$ cat src/rtl/delay_pkg.sv
// delay_pkg: channel state encoding and clock-to-unit divider helper shared by the delay timer
package delay_pkg;
  typedef enum logic [1:0] {IDLE = 2'd0, RUN = 2'd1, HOLD = 2'd2} state_t;
  function automatic int calc_div(input int clk_hz, input int unit_hz);
    return clk_hz / unit_hz;
  endfunction
endpackage

$ cat src/rtl/delay_channel.sv
// delay_channel: one delay channel with unit prescaler, one-shot/periodic modes and long-start protection
module delay_channel
  import delay_pkg::*;
#(
  parameter int CNT_W = 12,
  parameter int DIV   = 100000
) (
  input  logic             clk,
  input  logic             rst_n,
  input  logic [CNT_W-1:0] time_in,
  input  logic             start,
  input  logic             abort,
  input  logic             rpt,
  output logic             ready,
  output logic             busy,
  output logic             done
);
  localparam int CW = (DIV > 1) ? $clog2(DIV) : 1;
  state_t state, state_nx;
  logic [CW-1:0] cyc;
  logic [CNT_W-1:0] unit, t_lat;
  logic cyc_end, term, z_done;
  assign cyc_end = cyc == CW'(DIV - 1);
  assign term = (state == RUN) && cyc_end && (unit == t_lat - CNT_W'(1));
  assign busy = state == RUN;
  assign ready = (state == IDLE) && !start;
  // abort beats a same-cycle completion; zero-length delays report one cycle after start
  assign done = (term && !abort) || z_done;
  always_comb begin
    state_nx = state;
    case (state)
      IDLE: state_nx = start ? ((t_lat != '0) ? RUN : HOLD) : IDLE;
      RUN:  state_nx = abort ? IDLE : !term ? RUN : (rpt && start) ? RUN : start ? HOLD : IDLE;
      HOLD: state_nx = start ? HOLD : IDLE;
      default: state_nx = IDLE;
    endcase
  end
  always_ff @(posedge clk or negedge rst_n) begin
    if (!rst_n) begin
      state  <= IDLE;
      cyc    <= '0;
      unit   <= '0;
      t_lat  <= '0;
      z_done <= 1'b0;
    end else begin
      state  <= state_nx;
      z_done <= (state == IDLE) && start && (t_lat == '0);
      t_lat  <= (state == IDLE) ? time_in : t_lat;
      cyc    <= (state == RUN && state_nx == RUN && !cyc_end) ? cyc + CW'(1) : '0;
      unit   <= (state == RUN && state_nx == RUN && !term) ? unit + CNT_W'(cyc_end) : '0;
    end
  end
endmodule

$ cat src/rtl/delay_timer.sv
// delay_timer: N_CH independent delay channels timed in units of CLK_HZ/UNIT_HZ clock cycles
module delay_timer
  import delay_pkg::*;
#(
  parameter int N_CH    = 2,
  parameter int CNT_W   = 12,
  parameter int CLK_HZ  = 100_000_000,
  parameter int UNIT_HZ = 1000
) (
  input  logic                  clk,
  input  logic                  rst_n,
  input  logic [N_CH*CNT_W-1:0] delay_time,
  input  logic [N_CH-1:0]       delay_start,
  input  logic [N_CH-1:0]       delay_abort,
  input  logic [N_CH-1:0]       delay_repeat,
  output logic [N_CH-1:0]       delay_ready,
  output logic [N_CH-1:0]       delay_busy,
  output logic [N_CH-1:0]       delay_done
);
  localparam int DIV = calc_div(CLK_HZ, UNIT_HZ);
  if ((CLK_HZ % UNIT_HZ) != 0 || DIV < 2) begin : g_bad_div
    $error("delay_timer: CLK_HZ must be a multiple of UNIT_HZ with DIV >= 2");
  end
  for (genvar i = 0; i < N_CH; i++) begin : g_ch
    delay_channel #(.CNT_W(CNT_W), .DIV(DIV)) u_ch (
      .clk     (clk),
      .rst_n   (rst_n),
      .time_in (delay_time[i*CNT_W +: CNT_W]),
      .start   (delay_start[i]),
      .abort   (delay_abort[i]),
      .rpt     (delay_repeat[i]),
      .ready   (delay_ready[i]),
      .busy    (delay_busy[i]),
      .done    (delay_done[i])
    );
  end
endmodule

$ cat config.mk
export PLATFORM = sky130hd
export DESIGN_NAME = delay_timer
export DESIGN_NICKNAME = d
export VERILOG_FILES = /design/src/rtl/delay_pkg.sv /design/src/rtl/delay_channel.sv /design/src/rtl/delay_timer.sv
export SDC_FILE = /design/constraint.sdc
export NUM_CORES = 1
export LEC_CHECK = 0
export BUFFER_PORTS_ARGS = -buffer_cell sky130_fd_sc_hd__buf_2
export CAP_MARGIN = 30
export CORE_ASPECT_RATIO = 0.8
export CORE_MARGIN = 8
export CORE_UTILIZATION = 50
export DETAILED_ROUTE_END_ITERATION = 10
export MAX_ROUTING_LAYER = met4
export PLACE_DENSITY = 0.79
export SLEW_MARGIN = 15
export SYNTH_ARGS = -nofsm -noshare
export SYNTH_HDL_FRONTEND = slang
export SYNTH_SLANG_ARGS = --single-unit
export TNS_END_PERCENT = 20
$ cat constraint.sdc
create_clock -name clk -period 4.5 [get_ports clk]
set_clock_uncertainty 0.15 [all_clocks]
set_input_delay 0.9 -clock clk [delete_from_list [all_inputs] [get_ports clk]]
set_output_delay 0.9 -clock clk [all_outputs]
set_load 0.02 [all_outputs]
==> results.sh <==
export IMPL_dp_hpwl_um=7383
export IMPL_clk_pin_slew_worst_paths_ps=60
export IMPL_placeableCoreArea_um2=9529
export IMPL_worst_path_dominant_cell_family="simple AND/OR/NAND/NOR gates"
export IMPL_ant_nets=0
export IMPL_antenna_found_initial=0
export IMPL_drive_gt1_share_pct=15.63
export IMPL_synth_top_area_share_pct=45.35
export IMPL_track_usage_pct=16.93
export IMPL_htreeDepth=3
export IMPL_syn_to_final_growth_pct=12.03
export IMPL_grt_pass1_wl_um=18080
export IMPL_fillers=813
export IMPL_power_density_nw_per_um2=372.9
export IMPL_yosys_area_top_type="dfrtp_1"
export IMPL_finalSetupTns_ps=0
export IMPL_whs_path_depth=1
export IMPL_drv_slew=0
export IMPL_synth_ff_type="dfrtp_1"
export IMPL_path_cells="inv_1, ha_1, or3b_2, or4_4, xnor2_1, nor3b_1, nand4b_1, o21bai_1, buf_2"
export IMPL_critPathMaxFanout=4
export IMPL_p_leak_nw=2.301
export IMPL_drt_iter0_markers=255
export IMPL_setup_viol=0
export IMPL_cts_resized=0
export IMPL_cts_buffers=9
export IMPL_dieHeight_um=104.1
export IMPL_dr_pass1_iters=4
export IMPL_nets=566
export IMPL_ys_seq_area_share_pct=45.35
export IMPL_grt_pass1_vias=3880
export IMPL_cts_hold_buffers=0
export IMPL_gp_congestion=0.9394
export IMPL_max_freq_mhz=240.7
export IMPL_timing_hold_violations_final=0
export IMPL_synth_edf_count=0
export IMPL_grt_overflow_total=0
export IMPL_synth_top_cells_by_area="dfrtp_1, xor2_1, xnor2_1"
export IMPL_end_kind="output pin"
export IMPL_die_area_um2=13140
export IMPL_worst_path_stages=9
export IMPL_place_ws_ps=777.1
export IMPL_synth_most_common_cell="dfrtp_1"
export IMPL_cp_required_ps=3450
export IMPL_seq_area_um2=2202
export IMPL_cts_tree="done"
export IMPL_ys_ff_latch=88
export IMPL_reg2reg_from="g_ch[0].u_ch.cyc[0]"
export IMPL_clockBufferDepth=2
export IMPL_portBuffers=37
export IMPL_vdd_drop_max_mv=0.2117
export IMPL_die_w_um=126.2
export IMPL_synth_fp_nets=533
export IMPL_async_flop_share_pct=100.0
export IMPL_worst_slew_pin_slew_ps=812.7
export IMPL_setup_worst_path_end="delay_done[0]"
export IMPL_start_util_pct=50.96
export IMPL_routed_via_count=3706
export IMPL_path_buf_inv=2
export IMPL_fin_crit_ps=4154
export IMPL_gr_usage_met1_pct=20.96
export IMPL_gr_usage_met3_pct=5.123
export IMPL_met2_usage_pct=26.81
export IMPL_cpMaxStageDelayCell="or4_4"
export IMPL_status="finished, final reports clean"
export IMPL_postCtsSetupBuffers=0
export IMPL_root_buffer="clkbuf_16"
export IMPL_ys_top_cells_by_count="dfrtp_1, nor2_1, xor2_1"
export IMPL_cp_slowest_stage_delay_ps=520
export IMPL_setup_ws_ps=345.9
export IMPL_clkLatencyLatePin_ps=340
export IMPL_worstReg2RegEnd="g_ch[0].u_ch.unit[8]"
export IMPL_syn_area_per_cell_um2=9.850
export IMPL_syn_cell_area_um2=4856
export IMPL_syn_instance_count=493
export IMPL_arrival_ps=3100
export IMPL_r2r_setup_slack_ps=1440
export IMPL_hp_class="reg2reg"
export IMPL_ios=38
export IMPL_drt_total_wl_um=10070
export IMPL_top_usage_layer="met2"
export IMPL_grt_max_degree=68
export IMPL_post_route_period_util_pct=92.31
export IMPL_reg2regPathDepth=11
export IMPL_relSlewSlack_pct=45.82
export IMPL_rows=32
export IMPL_crit_type="reg2out"
export IMPL_wl_per_cell_um=15.49
export IMPL_yosysWarningCount=0
export IMPL_maxCapViolations=0
export IMPL_multiInputGateArea_um2=2509
export IMPL_clock_sinks=88
export IMPL_insertedDiodeCount=0
export IMPL_critPathLaunchType="flip-flop"
export IMPL_rsz0062_at_grt="false"
export IMPL_remaining_drc_errors=0
export IMPL_routed_via_density=5.702
export IMPL_synth_distinct_cells=52
export IMPL_cp_startpoint="g_ch[0].u_ch.t_lat[0]"
stage by stage:
step / hold WS [ps] / utilization, % / std cells / total power, mW / cell area, um^2
4_1_cts: 346.6 / 57.06 / 650 / 2.050 / 5438
5_1_grt: 364.4 / 57.09 / 650 / 2.133 / 5440
6_report: 340.6 / 57.09 / 650 / 2.029 / 5440
3_5_place_dp: 339.2 / 53.65 / 634 / 1.237 / 5112
3_3_place_gp: 310.5 / 53.57 / 633 / 1.216 / 5105
2_1_floorplan: 297.9 / - / 493 / 1.144 / 4856
cells in the final DEF (no fill, tap or decap), types with 3 or more instances in the layout:
| master | n |
|---|---|
| nor2_1 | 60 |
| nor4bb_1 | 3 |
| mux2_2 | 18 |
| nor4b_1 | 5 |
| and3_1 | 14 |
| nand4_1 | 15 |
| nor4_1 | 4 |
| nand4b_1 | 4 |
| buf_4 | 3 |
| o2111ai_1 | 3 |
| nand2_1 | 29 |
| o21ai_0 | 15 |
| inv_6 | 3 |
| dfrtp_1 | 88 |
| and4_1 | 5 |
| or3b_2 | 3 |
| xor2_1 | 42 |
| xnor2_1 | 35 |
| clkbuf_16 | 9 |
| nand3_1 | 25 |
| nand2b_1 | 3 |
| or4_1 | 3 |
| a31oi_1 | 3 |
| a21oi_1 | 8 |
| ha_1 | 8 |
| nor3_1 | 23 |
| buf_2 | 36 |
| inv_1 | 14 |
| or3_1 | 5 |
| nor2b_1 | 9 |
area by class of cell:
type	count	area share, %
Multi-Input combinational cell	374	46.11
Sequential cell	88	40.48
Clock buffer	9	4.140
Timing Repair Buffer	39	3.726
Tap cell	119	2.737
Clock inverter	7	1.840
Inverter	14	0.9660
sequential cells by signal, summed over array words and instances (netlist names):
name	cells
g_ch.u_ch.state	4
g_ch.u_ch.cyc	34
g_ch.u_ch.z_done	2
g_ch.u_ch.t_lat	24
g_ch.u_ch.unit	24
logic make-up after synthesis:
| kind of cell | count (synthesis) | synth area share [%] |
|---|---|---|
| xor+xnor | 77 | 13.89 |
| compound gates | 46 | 6.133 |
| buf+inv | 31 | 3.040 |
| mux | 18 | 4.174 |
| flops | 88 | 45.35 |
| fa+ha+maj | 8 | 2.061 |
| simple gates | 225 | 25.35 |
worst register-to-register path: stages, from the launching register on:
cell,delay (ps)
dfrtp_1,400
ha_1,230
and4_1,370
nand2_1,100
or4_1,550
inv_1,80
ha_1,250
ha_1,260
nand3_1,160
nor2_1,190
xnor2_1,150
nor2_1,50
per-layer routing:
layer  routed length (um)  part of all wire [%]
met1                 4735                    47
met2                 4807                    48
met5                    0                     0
met4                  110                   1.1
met3                  415                   4.1
how the worst min path moves through the flow:
| stage | slack [ps] | from | end |
|---|---|---|---|
| final | 340 | g_ch[1].u_ch.cyc[0] | g_ch[1].u_ch.cyc[0] |
| after floorplan | 300 | g_ch[1].u_ch.cyc[0] | g_ch[1].u_ch.cyc[0] |
| after global routing | 360 | g_ch[1].u_ch.cyc[0] | g_ch[1].u_ch.cyc[0] |
| after CTS | 350 | g_ch[1].u_ch.cyc[0] | g_ch[1].u_ch.cyc[0] |
| after global placement | 310 | g_ch[1].u_ch.cyc[0] | g_ch[1].u_ch.cyc[0] |
| after detailed placement | 340 | g_ch[1].u_ch.cyc[0] | g_ch[1].u_ch.cyc[0] |
power by group:
group	internal [mW]	switching (mW)	total (mW)
Sequential	0.840	0.0753	0.916
Combinational	0.139	0.169	0.308
Clock	0.492	0.313	0.805
No activity file was read; power rests on OpenSTA's default activity.
